`src/rtl/rf_wb_arbiter_if.sv`:
```
`default_nettype none
// ============================================================================
// Module   : rf_wb_arbiter_if
// Brief    : ALU, load, scoreboard and register-file write-port bundle for
//            rf_wb_arbiter.
// Revision : 1.0
// ============================================================================
interface rf_wb_arbiter_if #(
    parameter int LQ_DEPTH = 2
) ();
    localparam int c_CW = $clog2(LQ_DEPTH) + 1;

    logic            i_alu_valid;
    logic [4:0]      i_alu_rd;
    logic [31:0]     i_alu_data;
    logic            i_ld_valid;
    logic            o_ld_ready;
    logic [4:0]      i_ld_rd;
    logic [31:0]     i_ld_data;
    logic            i_iss_valid;
    logic [4:0]      i_iss_rd;
    logic [4:0]      i_chk_addr1;
    logic [4:0]      i_chk_addr2;
    logic            o_busy1;
    logic            o_busy2;
    logic            o_alu_stall;
    logic [4:0]      o_wr_addr;
    logic [31:0]     o_wr_data;
    logic            o_wr_en;
    logic [c_CW-1:0] o_lq_count;

    modport slave (
        input  i_alu_valid, i_alu_rd, i_alu_data,
        input  i_ld_valid, i_ld_rd, i_ld_data,
        input  i_iss_valid, i_iss_rd, i_chk_addr1, i_chk_addr2,
        output o_ld_ready, o_busy1, o_busy2, o_alu_stall,
        output o_wr_addr, o_wr_data, o_wr_en, o_lq_count
    );

    modport master (
        output i_alu_valid, i_alu_rd, i_alu_data,
        output i_ld_valid, i_ld_rd, i_ld_data,
        output i_iss_valid, i_iss_rd, i_chk_addr1, i_chk_addr2,
        input  o_ld_ready, o_busy1, o_busy2, o_alu_stall,
        input  o_wr_addr, o_wr_data, o_wr_en, o_lq_count
    );
endinterface
`default_nettype wire

```
`src/rtl/rf_wb_arbiter.sv`:
```
`default_nettype none
// ============================================================================
// Module   : rf_wb_arbiter
// Brief    : Register-file write-back arbiter merging ALU results with queued
//            load results; optional busy-bit scoreboard (RF_WB_SCOREBOARD_EN).
// Revision : 1.0
// ============================================================================
module rf_wb_arbiter #(
    parameter int LQ_DEPTH   = 2,
    parameter int STARVE_MAX = 4
) (
    input  logic           clk,
    input  logic           i_rst_n,
    rf_wb_arbiter_if.slave bus
);
    localparam int c_PW = $clog2(LQ_DEPTH);
    localparam int c_CW = c_PW + 1;
    localparam int c_SW = $clog2(STARVE_MAX) + 1;
    localparam logic [c_CW-1:0] c_DEPTH      = c_CW'(LQ_DEPTH);
    localparam logic [c_SW-1:0] c_STARVE_LIM = c_SW'(STARVE_MAX - 1);

    logic [c_CW-1:0] r_count;
    logic [c_PW-1:0] r_wptr;
    logic [c_PW-1:0] r_rptr;
    logic [4:0]      r_q_rd   [LQ_DEPTH];
    logic [31:0]     r_q_data [LQ_DEPTH];
    logic [c_SW-1:0] r_starve;
    logic            r_alu_stall;
    logic            r_live;
    logic            r_wr_en;
    logic [4:0]      r_wr_addr;
    logic [31:0]     r_wr_data;

    logic            w_ld_ready;
    logic            w_full;
    logic            w_nonempty;
    logic            w_enq;
    logic            w_deq;
    logic            w_alu_sel;
    logic [4:0]      w_head_rd;
    logic [31:0]     w_head_data;

    assign w_ld_ready  = (r_count < c_DEPTH);
    assign w_full      = (r_count == c_DEPTH);
    assign w_nonempty  = (r_count != '0);
    assign w_enq       = bus.i_ld_valid && w_ld_ready && (bus.i_ld_rd != 5'd0);
    assign w_head_rd   = r_q_rd[r_rptr];
    assign w_head_data = r_q_data[r_rptr];

    // r_live keeps the slot idle until the first edge after reset release.
    always_comb begin
        w_deq     = 1'b0;
        w_alu_sel = 1'b0;
        if (r_live) begin
            if (r_alu_stall && w_nonempty) begin
                w_deq = 1'b1;
            end else if (bus.i_alu_valid && (bus.i_alu_rd != 5'd0) && !r_alu_stall) begin
                w_alu_sel = 1'b1;
            end else if (w_nonempty) begin
                w_deq = 1'b1;
            end
        end
    end

    always_ff @(posedge clk or negedge i_rst_n) begin
        if (!i_rst_n) begin
            r_count     <= '0;
            r_wptr      <= '0;
            r_rptr      <= '0;
            r_starve    <= '0;
            r_alu_stall <= 1'b0;
            r_live      <= 1'b0;
            r_wr_en     <= 1'b0;
            r_wr_addr   <= 5'd0;
            r_wr_data   <= 32'd0;
        end else begin
            r_live <= 1'b1;
            if (w_enq) r_wptr <= r_wptr + c_PW'(1);
            if (w_deq) r_rptr <= r_rptr + c_PW'(1);
            case ({w_enq, w_deq})
                2'b10:   r_count <= r_count + c_CW'(1);
                2'b01:   r_count <= r_count - c_CW'(1);
                default: ;
            endcase

            if (w_full && !w_deq) begin
                if (r_starve != c_STARVE_LIM) r_starve <= r_starve + c_SW'(1);
            end else begin
                r_starve <= '0;
            end
            r_alu_stall <= w_full && !w_deq && (r_starve == c_STARVE_LIM);

            r_wr_en <= w_deq || w_alu_sel;
            if (w_deq) begin
                r_wr_addr <= w_head_rd;
                r_wr_data <= w_head_data;
            end else if (w_alu_sel) begin
                r_wr_addr <= bus.i_alu_rd;
                r_wr_data <= bus.i_alu_data;
            end
        end
    end

    // Queue storage needs no reset: occupancy alone decides what is valid.
    always_ff @(posedge clk) begin
        if (w_enq) begin
            r_q_rd[r_wptr]   <= bus.i_ld_rd;
            r_q_data[r_wptr] <= bus.i_ld_data;
        end
    end

`ifdef RF_WB_SCOREBOARD_EN
    logic [31:0] r_busy;
    logic [31:0] w_busy_nxt;

    // Set is applied after clear so a same-edge reissue keeps the bit high.
    always_comb begin
        w_busy_nxt = r_busy;
        if (w_deq) w_busy_nxt[w_head_rd] = 1'b0;
        if (bus.i_iss_valid) w_busy_nxt[bus.i_iss_rd] = 1'b1;
        w_busy_nxt[0] = 1'b0;
    end

    always_ff @(posedge clk or negedge i_rst_n) begin
        if (!i_rst_n) r_busy <= 32'd0;
        else          r_busy <= w_busy_nxt;
    end

    assign bus.o_busy1 = r_busy[bus.i_chk_addr1];
    assign bus.o_busy2 = r_busy[bus.i_chk_addr2];
`else
    logic w_unused_sb;
    assign w_unused_sb = ^{bus.i_iss_valid, bus.i_iss_rd, bus.i_chk_addr1, bus.i_chk_addr2};
    assign bus.o_busy1 = 1'b0;
    assign bus.o_busy2 = 1'b0;
`endif

    assign bus.o_ld_ready  = w_ld_ready;
    assign bus.o_alu_stall = r_alu_stall;
    assign bus.o_wr_en     = r_wr_en;
    assign bus.o_wr_addr   = r_wr_addr;
    assign bus.o_wr_data   = r_wr_data;
    assign bus.o_lq_count  = r_count;
endmodule
`default_nettype wire

```
`src/flat_wrapper.sv`:
```
// flat-port wrapper written by rule: the top's interface ports become plain ports
module rf_wb_arbiter_flat 
#(
    parameter int LQ_DEPTH   = 2,
    parameter int STARVE_MAX = 4
)
  (clk, i_rst_n, bus_i_alu_valid, bus_i_alu_rd, bus_i_alu_data, bus_i_ld_valid, bus_i_ld_rd, bus_i_ld_data, bus_i_iss_valid, bus_i_iss_rd, bus_i_chk_addr1, bus_i_chk_addr2, bus_o_ld_ready, bus_o_busy1, bus_o_busy2, bus_o_alu_stall, bus_o_wr_addr, bus_o_wr_data, bus_o_wr_en, bus_o_lq_count);
  rf_wb_arbiter_if #(.LQ_DEPTH(LQ_DEPTH)) bus_i ();
  input  logic clk;
  input  logic i_rst_n;
  input wire logic [$bits(bus_i.i_alu_valid)-1:0] bus_i_alu_valid;
  input wire logic [$bits(bus_i.i_alu_rd)-1:0] bus_i_alu_rd;
  input wire logic [$bits(bus_i.i_alu_data)-1:0] bus_i_alu_data;
  input wire logic [$bits(bus_i.i_ld_valid)-1:0] bus_i_ld_valid;
  input wire logic [$bits(bus_i.i_ld_rd)-1:0] bus_i_ld_rd;
  input wire logic [$bits(bus_i.i_ld_data)-1:0] bus_i_ld_data;
  input wire logic [$bits(bus_i.i_iss_valid)-1:0] bus_i_iss_valid;
  input wire logic [$bits(bus_i.i_iss_rd)-1:0] bus_i_iss_rd;
  input wire logic [$bits(bus_i.i_chk_addr1)-1:0] bus_i_chk_addr1;
  input wire logic [$bits(bus_i.i_chk_addr2)-1:0] bus_i_chk_addr2;
  output wire logic [$bits(bus_i.o_ld_ready)-1:0] bus_o_ld_ready;
  output wire logic [$bits(bus_i.o_busy1)-1:0] bus_o_busy1;
  output wire logic [$bits(bus_i.o_busy2)-1:0] bus_o_busy2;
  output wire logic [$bits(bus_i.o_alu_stall)-1:0] bus_o_alu_stall;
  output wire logic [$bits(bus_i.o_wr_addr)-1:0] bus_o_wr_addr;
  output wire logic [$bits(bus_i.o_wr_data)-1:0] bus_o_wr_data;
  output wire logic [$bits(bus_i.o_wr_en)-1:0] bus_o_wr_en;
  output wire logic [$bits(bus_i.o_lq_count)-1:0] bus_o_lq_count;
  assign bus_i.i_alu_valid = bus_i_alu_valid;
  assign bus_i.i_alu_rd = bus_i_alu_rd;
  assign bus_i.i_alu_data = bus_i_alu_data;
  assign bus_i.i_ld_valid = bus_i_ld_valid;
  assign bus_i.i_ld_rd = bus_i_ld_rd;
  assign bus_i.i_ld_data = bus_i_ld_data;
  assign bus_i.i_iss_valid = bus_i_iss_valid;
  assign bus_i.i_iss_rd = bus_i_iss_rd;
  assign bus_i.i_chk_addr1 = bus_i_chk_addr1;
  assign bus_i.i_chk_addr2 = bus_i_chk_addr2;
  assign bus_o_ld_ready = bus_i.o_ld_ready;
  assign bus_o_busy1 = bus_i.o_busy1;
  assign bus_o_busy2 = bus_i.o_busy2;
  assign bus_o_alu_stall = bus_i.o_alu_stall;
  assign bus_o_wr_addr = bus_i.o_wr_addr;
  assign bus_o_wr_data = bus_i.o_wr_data;
  assign bus_o_wr_en = bus_i.o_wr_en;
  assign bus_o_lq_count = bus_i.o_lq_count;
  rf_wb_arbiter #(.LQ_DEPTH(LQ_DEPTH), .STARVE_MAX(STARVE_MAX)) u_core (.clk(clk), .i_rst_n(i_rst_n), .bus(bus_i));
endmodule
```
`config.mk`:
```
export PLATFORM = sky130hd
export DESIGN_NAME = rf_wb_arbiter_flat
export DESIGN_NICKNAME = d
export VERILOG_FILES = /design/src/rtl/rf_wb_arbiter_if.sv /design/src/rtl/rf_wb_arbiter.sv /design/src/flat_wrapper.sv
export SDC_FILE = /design/constraint.sdc
export NUM_CORES = 1
export LEC_CHECK = 0
export BUFFER_PORTS_ARGS = -buffer_cell sky130_fd_sc_hd__buf_2
export CAP_MARGIN = 10
export CORE_MARGIN = 1
export CORE_UTILIZATION = 40
export CTS_CLUSTER_DIAMETER = 80
export DETAILED_ROUTE_END_ITERATION = 8
export GPL_TIMING_DRIVEN = 0
export PLACE_DENSITY_LB_ADDON = 0.2
export SLEW_MARGIN = 20
export SYNTH_ARGS = -nofsm -noshare
export SYNTH_HDL_FRONTEND = slang
export SYNTH_SLANG_ARGS = --single-unit
```
`constraint.sdc`:
```
create_clock -name clk -period 3.3 [get_ports clk]
set_input_delay 0.165 -clock clk [delete_from_list [all_inputs] [get_ports clk]]
set_output_delay 0.165 -clock clk [all_outputs]
set_load 0.05 [all_outputs]
```
==> results of run 1 <==
==> cell usage after synthesis, drive strengths merged <==
cell    count
conb        2
clkbuf      4
ha          3
or4         1
inv         5
dfrtp      47
nand3       1
o311ai      1
edfxtp     74
xnor2       4
o21ai       2
nor3       38
mux2i      38
a221o      37
a21oi       1
buf        18
nor2b       1
and2        1
a21boi      2
o211ai      1
nor2       12
xor2        2
==> logic make-up after synthesis <==
group | after synthesis
other cells | 2
fa+ha+maj | 3
xor+xnor | 6
simple gates | 54
buf+inv | 27
compound gates | 44
flops | 121
mux | 38
==> metal layers <==
layer  vias up  GRT usage, %  wire [um]
met2       105          32.9       5710
li1       1576             -          -
met3        18          4.87        416
met1      1659          24.0       4940
met5         -             0          0
met4         0          10.6        256
==> sequential cells by signal, summed over array words and instances, names as in the netlist <==
register,count
u_core.bus.o_wr_addr,5
u_core.bus.o_wr_en,1
u_core.r_live,1
u_core.r_starve,3
u_core.r_q_data,64
u_core.r_q_rd,10
u_core.bus.o_lq_count,2
u_core.bus.o_alu_stall,1
u_core.r_wptr,1
u_core.r_rptr,1
u_core.bus.o_wr_data,32
==> worst max-delay path: stages <==
cell and delay (ns):
dlygate4sd3_1 0.53, buf_2 0.14, or4_1 0.57, o211ai_2 0.37, nor2_4 0.22, buf_16 0.22
==> area by class of cell <==
class / count / area share [%]
multi-input cells: 148 / 17.5
clock buffers: 23 / 7.12
repair buffers: 192 / 19.9
plain buffers: 22 / 1.90
inverters: 5 / 0.274
clock inverters: 9 / 1.06
well taps: 143 / 2.61
flip-flops and latches: 121 / 49.6
==> metrics by stage <==
step,area (um2),setup TNS [ns]
final,6850,0
after global routing,6850,0
after CTS,6850,0
after detailed placement,5580,0
after global placement,5510,-35.29
after floorplan,4730,-0.775
==> report_power, final <==
part	internal [uW]	total (uW)	switching (uW)
clock network	1100	1720	619
logic	647	1940	1300
registers	1990	2160	170
==> worst paths after layout <==
kind,start,endpoint,slack (ns),depth (start not counted)
setup / recovery,bus_i_ld_rd[0],u_core.r_q_data[0][1],1.22,6
hold / removal,bus_i_alu_data[0],u_core.bus.o_wr_data[0],0.02,2
setup reg to reg,u_core.bus.o_lq_count[0],u_core.bus.o_lq_count[1],1.22,8
hold reg to reg,u_core.bus.o_wr_data[6],u_core.bus.o_wr_data[6],0.50,1
max in group asynchronous,i_rst_n,u_core.bus.o_wr_data[23],2.53,2
min in group asynchronous,i_rst_n,u_core.r_starve[1],0.33,2
==> flow_summary.json, run 1 <==
{
  "post-route-drc-count": 0,
  "leakage_uw": 0.00292,
  "ir_drop_uv": 499,
  "nets": 604,
  "cts_hold_buf": 71,
  "final.setup_skew_ns": 0.00593,
  "dieArea_um2": 12300,
  "arrival_ns": 2.23,
  "hold_path_class": "primary input to register",
  "setup_slack_ns": 1.22,
  "cts_sinks": 121,
  "clock.fmax_mhz": 481,
  "grt_max_degree": 48,
  "cts_tree": "done",
  "finalPower_uw": 5830,
  "worstSetupPathType": "primary input to register",
  "num-fill-cells": 880,
  "final-max-slew-violation-count": 0,
  "final_cells": 663,
  "synth_xor_area_share_pct": 1.11,
  "area_delta_synth_final_pct": 44.9,
  "io_buffers": 119,
  "root_buffer": "clkbuf_16",
  "setup_viol": 0,
  "synth_mux_area_share_pct": 8.04,
  "post-place-ws_ns": 1.23,
  "ctsResizeCount": 0,
  "postCtsSetupBuffers": 0,
  "drv_cap": 0,
  "synthSimpleGateAreaFrac_pct": 5.82,
  "clkSlewWorstSetupHoldPaths_ns": 0.05,
  "status": "finished clean",
  "synth_top_area_share_pct": 47.0,
  "crit_fanout": 19,
  "period_minus_slack_ns": 2.08,
  "synth_compound_area_share_pct": 9.07,
  "relSlewSlack_pct": 55.2,
  "multiInputGateArea_um2": 1200,
  "start_util_pct": 41.2,
  "grt_pass1_wl_um": 18400,
  "detail_route.first_pass.iterations": 4,
  "dp_cells": 560,
  "via_per_inst": 5.06,
  "grtUsageTotal_pct": 19.9,
  "yosysTopAreaCell": "edfxtp_1",
  "yosysWarnings": 0,
  "detail_route.iter0.violations": 121,
  "worstSetupStartpointType": "primary input",
  "ys_seq_area_share_pct": 71.9,
  "diodes": 0,
  "synth_adder_area_share_pct": 0.794,
  "crit_path_end_kind": "register",
  "syn_avg_cell_area_um2": 16.0,
  "layout-drive-gt1-share_pct": 33.7,
  "synth_top_family_by_area": "compound AO/OA/AOI/OAI gates",
  "fin_crit_sh_pct": 63.0,
  "h-tree-depth": 4,
  "rsz0062_at_grt": "no",
  "antenna_left": 0,
  "yosys_register_bits": 121,
  "final_core_util_pct": 59.7,
  "clkLatencyLatePin_ns": 0.41,
  "wirelength_um": 11300,
  "whs_ns": 0.0244,
  "wl_per_cell_um": 17.1,
  "grt_pass1_vias": 3641,
  "clockBufferDepth": 2,
  "grt_overflow_total": 0,
  "rows": 39,
  "ys_types": 26,
  "synth_area_um2": 4730,
  "die_h_um": 111,
  "seq_area_um2": 3400,
  "synthCells": 295,
  "p_per_area_nw_per_um2": 851,
  "core_area_um2": 11500,
  "synthTopCellsByArea": "edfxtp_1, dfrtp_1, mux2i_1",
  "finalHoldViolCount": 0,
  "place_congestion": 0.707,
  "ios": 138,
  "cts_buffers": 17,
  "worstMarginPinSlew_ns": 0.670,
  "mostFrequentLayoutCells": "buf_2, edfxtp_1, dlygate4sd3_1",
  "layout_commonest_cell": "buf_2",
  "required_ns": 3.46,
  "die_x_um": 111,
  "num_vias": 3358,
  "dp_hpwl_um": 7180,
  "antenna_found_initial": 0
}
Note: power is estimated with default switching activity, not from simulation.
==> inputs of run 2 (changes only) <==
- clock period: 3.3 -> 1.69 ns (I/O delays scaled with it)
==> run 2 against run 1 <==
Compared with the run above:
- via count increased by 2.1%
- global-route usage increased by 0.62 points
- clock skew increased by 0.0011 ns
- critical endpoint is now u_core.bus.o_wr_data[24]
- clock power increased by 98%
- worst hold slack improved by 0.11 ns
==> flow_summary.json, run 2 (synthesized netlist as in run 1, its figures left out) <==
{
  "status": "finished clean",
  "cts_buffers": 17,
  "place_congestion": 0.688,
  "ir_drop_uv": 993,
  "crit_path_end_kind": "register",
  "required_ns": 1.98,
  "layout_commonest_cell": "buf_2",
  "clockBufferDepth": 2,
  "clock.fmax_mhz": 612,
  "routed.top_layer": "met4",
  "final-max-slew-violation-count": 0,
  "clkLatencyLatePin_ns": 0.41,
  "met2_length_um": 6080,
  "period_minus_slack_ns": 1.63,
  "io_buffers": 119,
  "wl_per_cell_um": 17.2,
  "root_buffer": "clkbuf_16",
  "crit_fanout": 10,
  "leakage_uw": 0.00306,
  "h-tree-depth": 4,
  "grtUsageTotal_pct": 20.5,
  "num-fill-cells": 842,
  "relSlewSlack_pct": 55.4,
  "grt_pass1_vias": 3591,
  "grt_max_degree": 48,
  "worstMarginPinSlew_ns": 0.668,
  "rows": 39,
  "detail_route.first_pass.iterations": 4,
  "dp_hpwl_um": 6710,
  "worstSetupStartpointType": "register",
  "fin_crit_sh_pct": 96.7,
  "grt_overflow_total": 0,
  "cts_tree": "done",
  "layout-drive-gt1-share_pct": 36.9,
  "mostFrequentLayoutCells": "buf_2, dlygate4sd3_1, edfxtp_1",
  "rsz0062_at_grt": "no",
  "final_core_util_pct": 62.6,
  "grt_pass1_wl_um": 18600,
  "post-place-ws_ns": -0.384,
  "dieArea_um2": 12300,
  "diodes": 0,
  "via_per_inst": 5.02,
  "top_register": "u_core.r_q_data",
  "final_cells": 683,
  "antenna_left": 0,
  "core_area_um2": 11500,
  "route.met3.wl_um": 483,
  "num_vias": 3430,
  "place_area_um2": 5540,
  "start_util_pct": 41.2,
  "setup_slack_ns": 0.0553,
  "arrival_ns": 1.92,
  "clkSlewWorstSetupHoldPaths_ns": 0.05,
  "crit_slowest_cell": "dfrtp_2",
  "nets": 624,
  "drv_cap": 0,
  "path_buf_inv": 3,
  "hold_path_class": "primary input to register",
  "wirelength_um": 11800,
  "post-route-drc-count": 0,
  "antenna_found_initial": 0,
  "detail_route.iter0.violations": 144,
  "cts_sinks": 121,
  "path_delay_family": "buffers and inverters",
  "dp_cells": 558,
  "finalHoldViolCount": 0,
  "largest_reg_flops": 64,
  "die_h_um": 111,
  "die_x_um": 111,
  "slowest_delay_ns": 0.37,
  "ios": 138,
  "wl_met1_um": 5030,
  "worstSetupPathType": "register to register",
  "area_delta_synth_final_pct": 51.8,
  "crit_chain": "nor2b_4, and2_1, clkbuf_4, a21boi_4, buf_12, buf_6, a221o_1",
  "setup_viol": 0,
  "stdcell_area_um2": 7180,
  "final.setup_skew_ns": 0.00706,
  "p_per_area_nw_per_um2": 1640
}
[run 2: cell types whose count changed in the layout (fill, tap and decap cells not counted), sizes merged]
| cell | change |
|---|---|
| nor2 | +2 |
| dlygate4sd3 | +4 |
| clkbuf | +8 |
| clkinvlp | -1 |
| clkinv | -4 |
| buf | +12 |
| inv | -1 |
[run 2: layout make-up]
class,instances,area [um2],share of cell area [%]
plain buffers,21,189,2.63
well taps,143,179,2.49
inverters,5,22.5,0.314
multi-input cells,150,1260,17.6
clock inverters,3,40.0,0.558
flip-flops and latches,121,3400,47.4
clock buffers,29,520,7.25
repair buffers,211,1560,21.8
[run 2: final timing paths]
kind | depth (start not counted) | end | slack [ns] | from
hold / removal | 3 | u_core.r_wptr | 0.14 | bus_i_ld_valid
setup / recovery | 7 | u_core.bus.o_wr_data[24] | 0.06 | u_core.bus.o_alu_stall
setup reg to reg | 7 | u_core.bus.o_wr_data[24] | 0.06 | u_core.bus.o_alu_stall
max in group asynchronous | 2 | u_core.bus.o_lq_count[0] | 0.95 | i_rst_n
min in group asynchronous | 2 | u_core.bus.o_wr_data[6] | 0.26 | i_rst_n
hold reg to reg | 1 | u_core.bus.o_wr_data[11] | 0.50 | u_core.bus.o_wr_data[11]
[run 2: per-layer routing]
metal | up-vias | GRT usage [%]
li1 | 1627 | -
met1 | 1684 | 24.2
met2 | 102 | 35.2
met3 | 17 | 5.74
met4 | 0 | 8.44
met5 | - | 0
[run 2: tightest hold or removal path: stages]
cell and delay (ns):
buf_2 0.11, o211ai_4 0.19, xnor2_1 0.10
[run 2: stage by stage]
stage / hold slack, ns / setup TNS [ns] / total power [uW]
6_report: 0.135 / 0 / 11800
5_1_grt: 0.133 / 0 / 12300
2_1_floorplan: -0.211 / -21.40 / 6940
3_5_place_dp: 0.170 / -31.28 / 7880
4_1_cts: 0.110 / -0.0730 / 11700
3_3_place_gp: 0.274 / -27.23 / 7810
[run 2: timing repair]
| action | CTS | global route |
|---|---|---|
| setup endpoints to repair | 111 | 33 |
| gates cloned | 2 | 1 |
| resized for setup | 20 | 15 |
| hold buffers | 75 | 0 |
| hold endpoints to repair | 158 | 0 |
| pin swaps | 3 | 2 |
| setup buffers | 8 | 8 |
[run 2: where the power goes]
part | internal [uW] | total, uW | switching (uW)
sequential | 3890 | 4230 | 338
clock | 2210 | 3400 | 1190
combinational | 1490 | 4130 | 2640
==> inputs of run 3 (changes only) <==
- clock period: 1.69 -> 1.92 ns (I/O delays scaled with it)
==> run 3 against run 2 <==
Compared with the run above:
- critical path depth unchanged
- sequential power decreased by 12%
- highest routed layer unchanged
- clock-buffer cell count decreased by 5
- flip-flop and latch count unchanged
- first-iteration DRC count increased by 24%
- non-clock buffer count decreased by 13
- clock skew decreased by 0.0021 ns
- combinational power decreased by 18%
- register-to-register slack improved by 0.05 ns
- global-route usage decreased by 0.99 points
- clock power decreased by 9.4%
==> flow_summary.json, run 3 (synthesized netlist as in run 1, its figures left out) <==
{
  "status": "finished clean",
  "via_per_inst": 5.03,
  "slowest_delay_ns": 0.53,
  "final-max-slew-violation-count": 0,
  "finalHoldViolCount": 0,
  "crit_chain": "dlygate4sd3_1, buf_2, or4_1, o211ai_4, ha_1, nor2_1, xnor2_1",
  "stdcell_area_um2": 6950,
  "seq_area_um2": 3400,
  "clkSlewWorstSetupHoldPaths_ns": 0.05,
  "final.setup_skew_ns": 0.00499,
  "largest_reg_flops": 64,
  "start_util_pct": 41.2,
  "grt_pass1_wl_um": 18000,
  "clock.fmax_mhz": 549,
  "h-tree-depth": 4,
  "grt_pass1_vias": 3531,
  "grt_max_degree": 48,
  "core_area_um2": 11500,
  "setup_viol": 0,
  "post-route-drc-count": 0,
  "worstMarginPinSlew_ns": 0.688,
  "cts_sinks": 121,
  "rows": 39,
  "antenna_left": 0,
  "detail_route.first_pass.iterations": 4,
  "rsz0062_at_grt": "no",
  "p_per_area_nw_per_um2": 1470,
  "cts_tree": "done",
  "drv_cap": 0,
  "area_delta_synth_final_pct": 46.9,
  "required_ns": 2.24,
  "worstSetupStartpointType": "primary input",
  "crit_slowest_cell": "dlygate4sd3_1",
  "wirelength_um": 11300,
  "leakage_uw": 0.00295,
  "num-fill-cells": 891,
  "antenna_found_initial": 0,
  "wl_per_cell_um": 16.9,
  "top_register": "u_core.r_q_data",
  "post-place-ws_ns": -0.167,
  "arrival_ns": 2.14,
  "die_h_um": 111,
  "period_minus_slack_ns": 1.82,
  "hold_path_class": "primary input to register",
  "grtUsageTotal_pct": 19.5,
  "io_buffers": 119,
  "multiInputGateArea_um2": 1230,
  "dieArea_um2": 12300,
  "nets": 610,
  "ir_drop_uv": 822,
  "layout_commonest_cell": "buf_2",
  "worstSetupPathType": "primary input to register",
  "detail_route.iter0.violations": 178,
  "clockBufferDepth": 2,
  "die_x_um": 111,
  "diodes": 0,
  "setup_slack_ns": 0.0972,
  "ios": 138,
  "mostFrequentLayoutCells": "buf_2, dlygate4sd3_1, edfxtp_1",
  "crit_path_end_kind": "register",
  "grt_overflow_total": 0,
  "place_congestion": 0.686,
  "num_vias": 3368,
  "dp_hpwl_um": 6720,
  "relSlewSlack_pct": 54.0,
  "layout-drive-gt1-share_pct": 34.6,
  "cts_buffers": 17,
  "fin_crit_sh_pct": 94.9,
  "clkLatencyLatePin_ns": 0.41,
  "crit_fanout": 5,
  "root_buffer": "clkbuf_16",
  "whs_ns": 0.160,
  "place_area_um2": 5570
}
-- run 3: cell count changes in the layout (fill, tap and decap cells not counted), moves of 3 or more --
cell and delta:
buf_12 -7, buf_2 +5, buf_8 -3, buf_4 -6, clkbuf_4 -4
-- run 3: final timing paths --
kind | startpoint | end | slack, ns | cells after the start
worst min-delay path | bus_i_ld_valid | u_core.r_wptr | 0.16 | 4
worst max-delay path | bus_i_ld_rd[4] | u_core.bus.o_lq_count[1] | 0.1 | 7
max in group asynchronous | i_rst_n | u_core.bus.o_lq_count[1] | 1.19 | 2
min in group asynchronous | i_rst_n | u_core.bus.o_wr_data[5] | 0.27 | 2
worst max register to register | u_core.bus.o_lq_count[0] | u_core.bus.o_lq_count[1] | 0.11 | 7
worst min register to register | u_core.bus.o_wr_data[8] | u_core.bus.o_wr_data[8] | 0.51 | 1
-- run 3: through the flow --
step	TNS, ns	power [uW]	util [%]	std cells
floorplan	-4.16	6110	-	296
global placement	-7.60	6870	48.3	558
detailed placement	-4.53	6970	48.6	559
CTS	0	10200	60.3	666
global route	0	10600	60.6	669
finish	0	10200	60.6	669
-- run 3: critical path, delay by kind of cell --
kind                       cells  cell delay (ns)
buffers and inverters          2             0.66
and+or+nand+nor                2             0.62
AOI/OAI and AO/OA              1             0.31
adders and majority gates      1             0.31
xor gates and xnor gates       1             0.14
-- run 3: per-layer routing --
metal	track usage [%]	routed length (um)	vias to the layer above
met5	0	0	-
met4	6.93	122	0
met3	5.58	567	11
met2	33.0	5810	106
met1	23.8	4800	1652
li1	-	-	1599
-- run 3: layout make-up --
| class | count | area share (%) |
|---|---|---|
| clock buffer | 24 | 6.93 |
| inverter | 5 | 0.324 |
| timing repair buffer | 198 | 20.1 |
| buffer | 21 | 2.00 |
| clock inverter | 8 | 1.35 |
| multi-input combinational | 149 | 17.7 |
| sequential | 121 | 49.0 |
| tap | 143 | 2.58 |
-- run 3: report_power, final --
group	total [uW]	leakage [uW]	internal (uW)	switching [uW]
registers	3720	0.00125	3430	287
logic	3380	0.00142	1140	2250
clock network	3080	0.000278	2000	1080
-- run 3: repair_timing --
item / 4_1_cts / 5_1_grt
gates cloned: 1 / 0
hold buffers: 75 / 0
setup endpoints to repair: 39 / 23
pin swaps: 0 / 1
setup buffers: 0 / 3
resized for setup: 4 / 5
hold endpoints to repair: 158 / 0
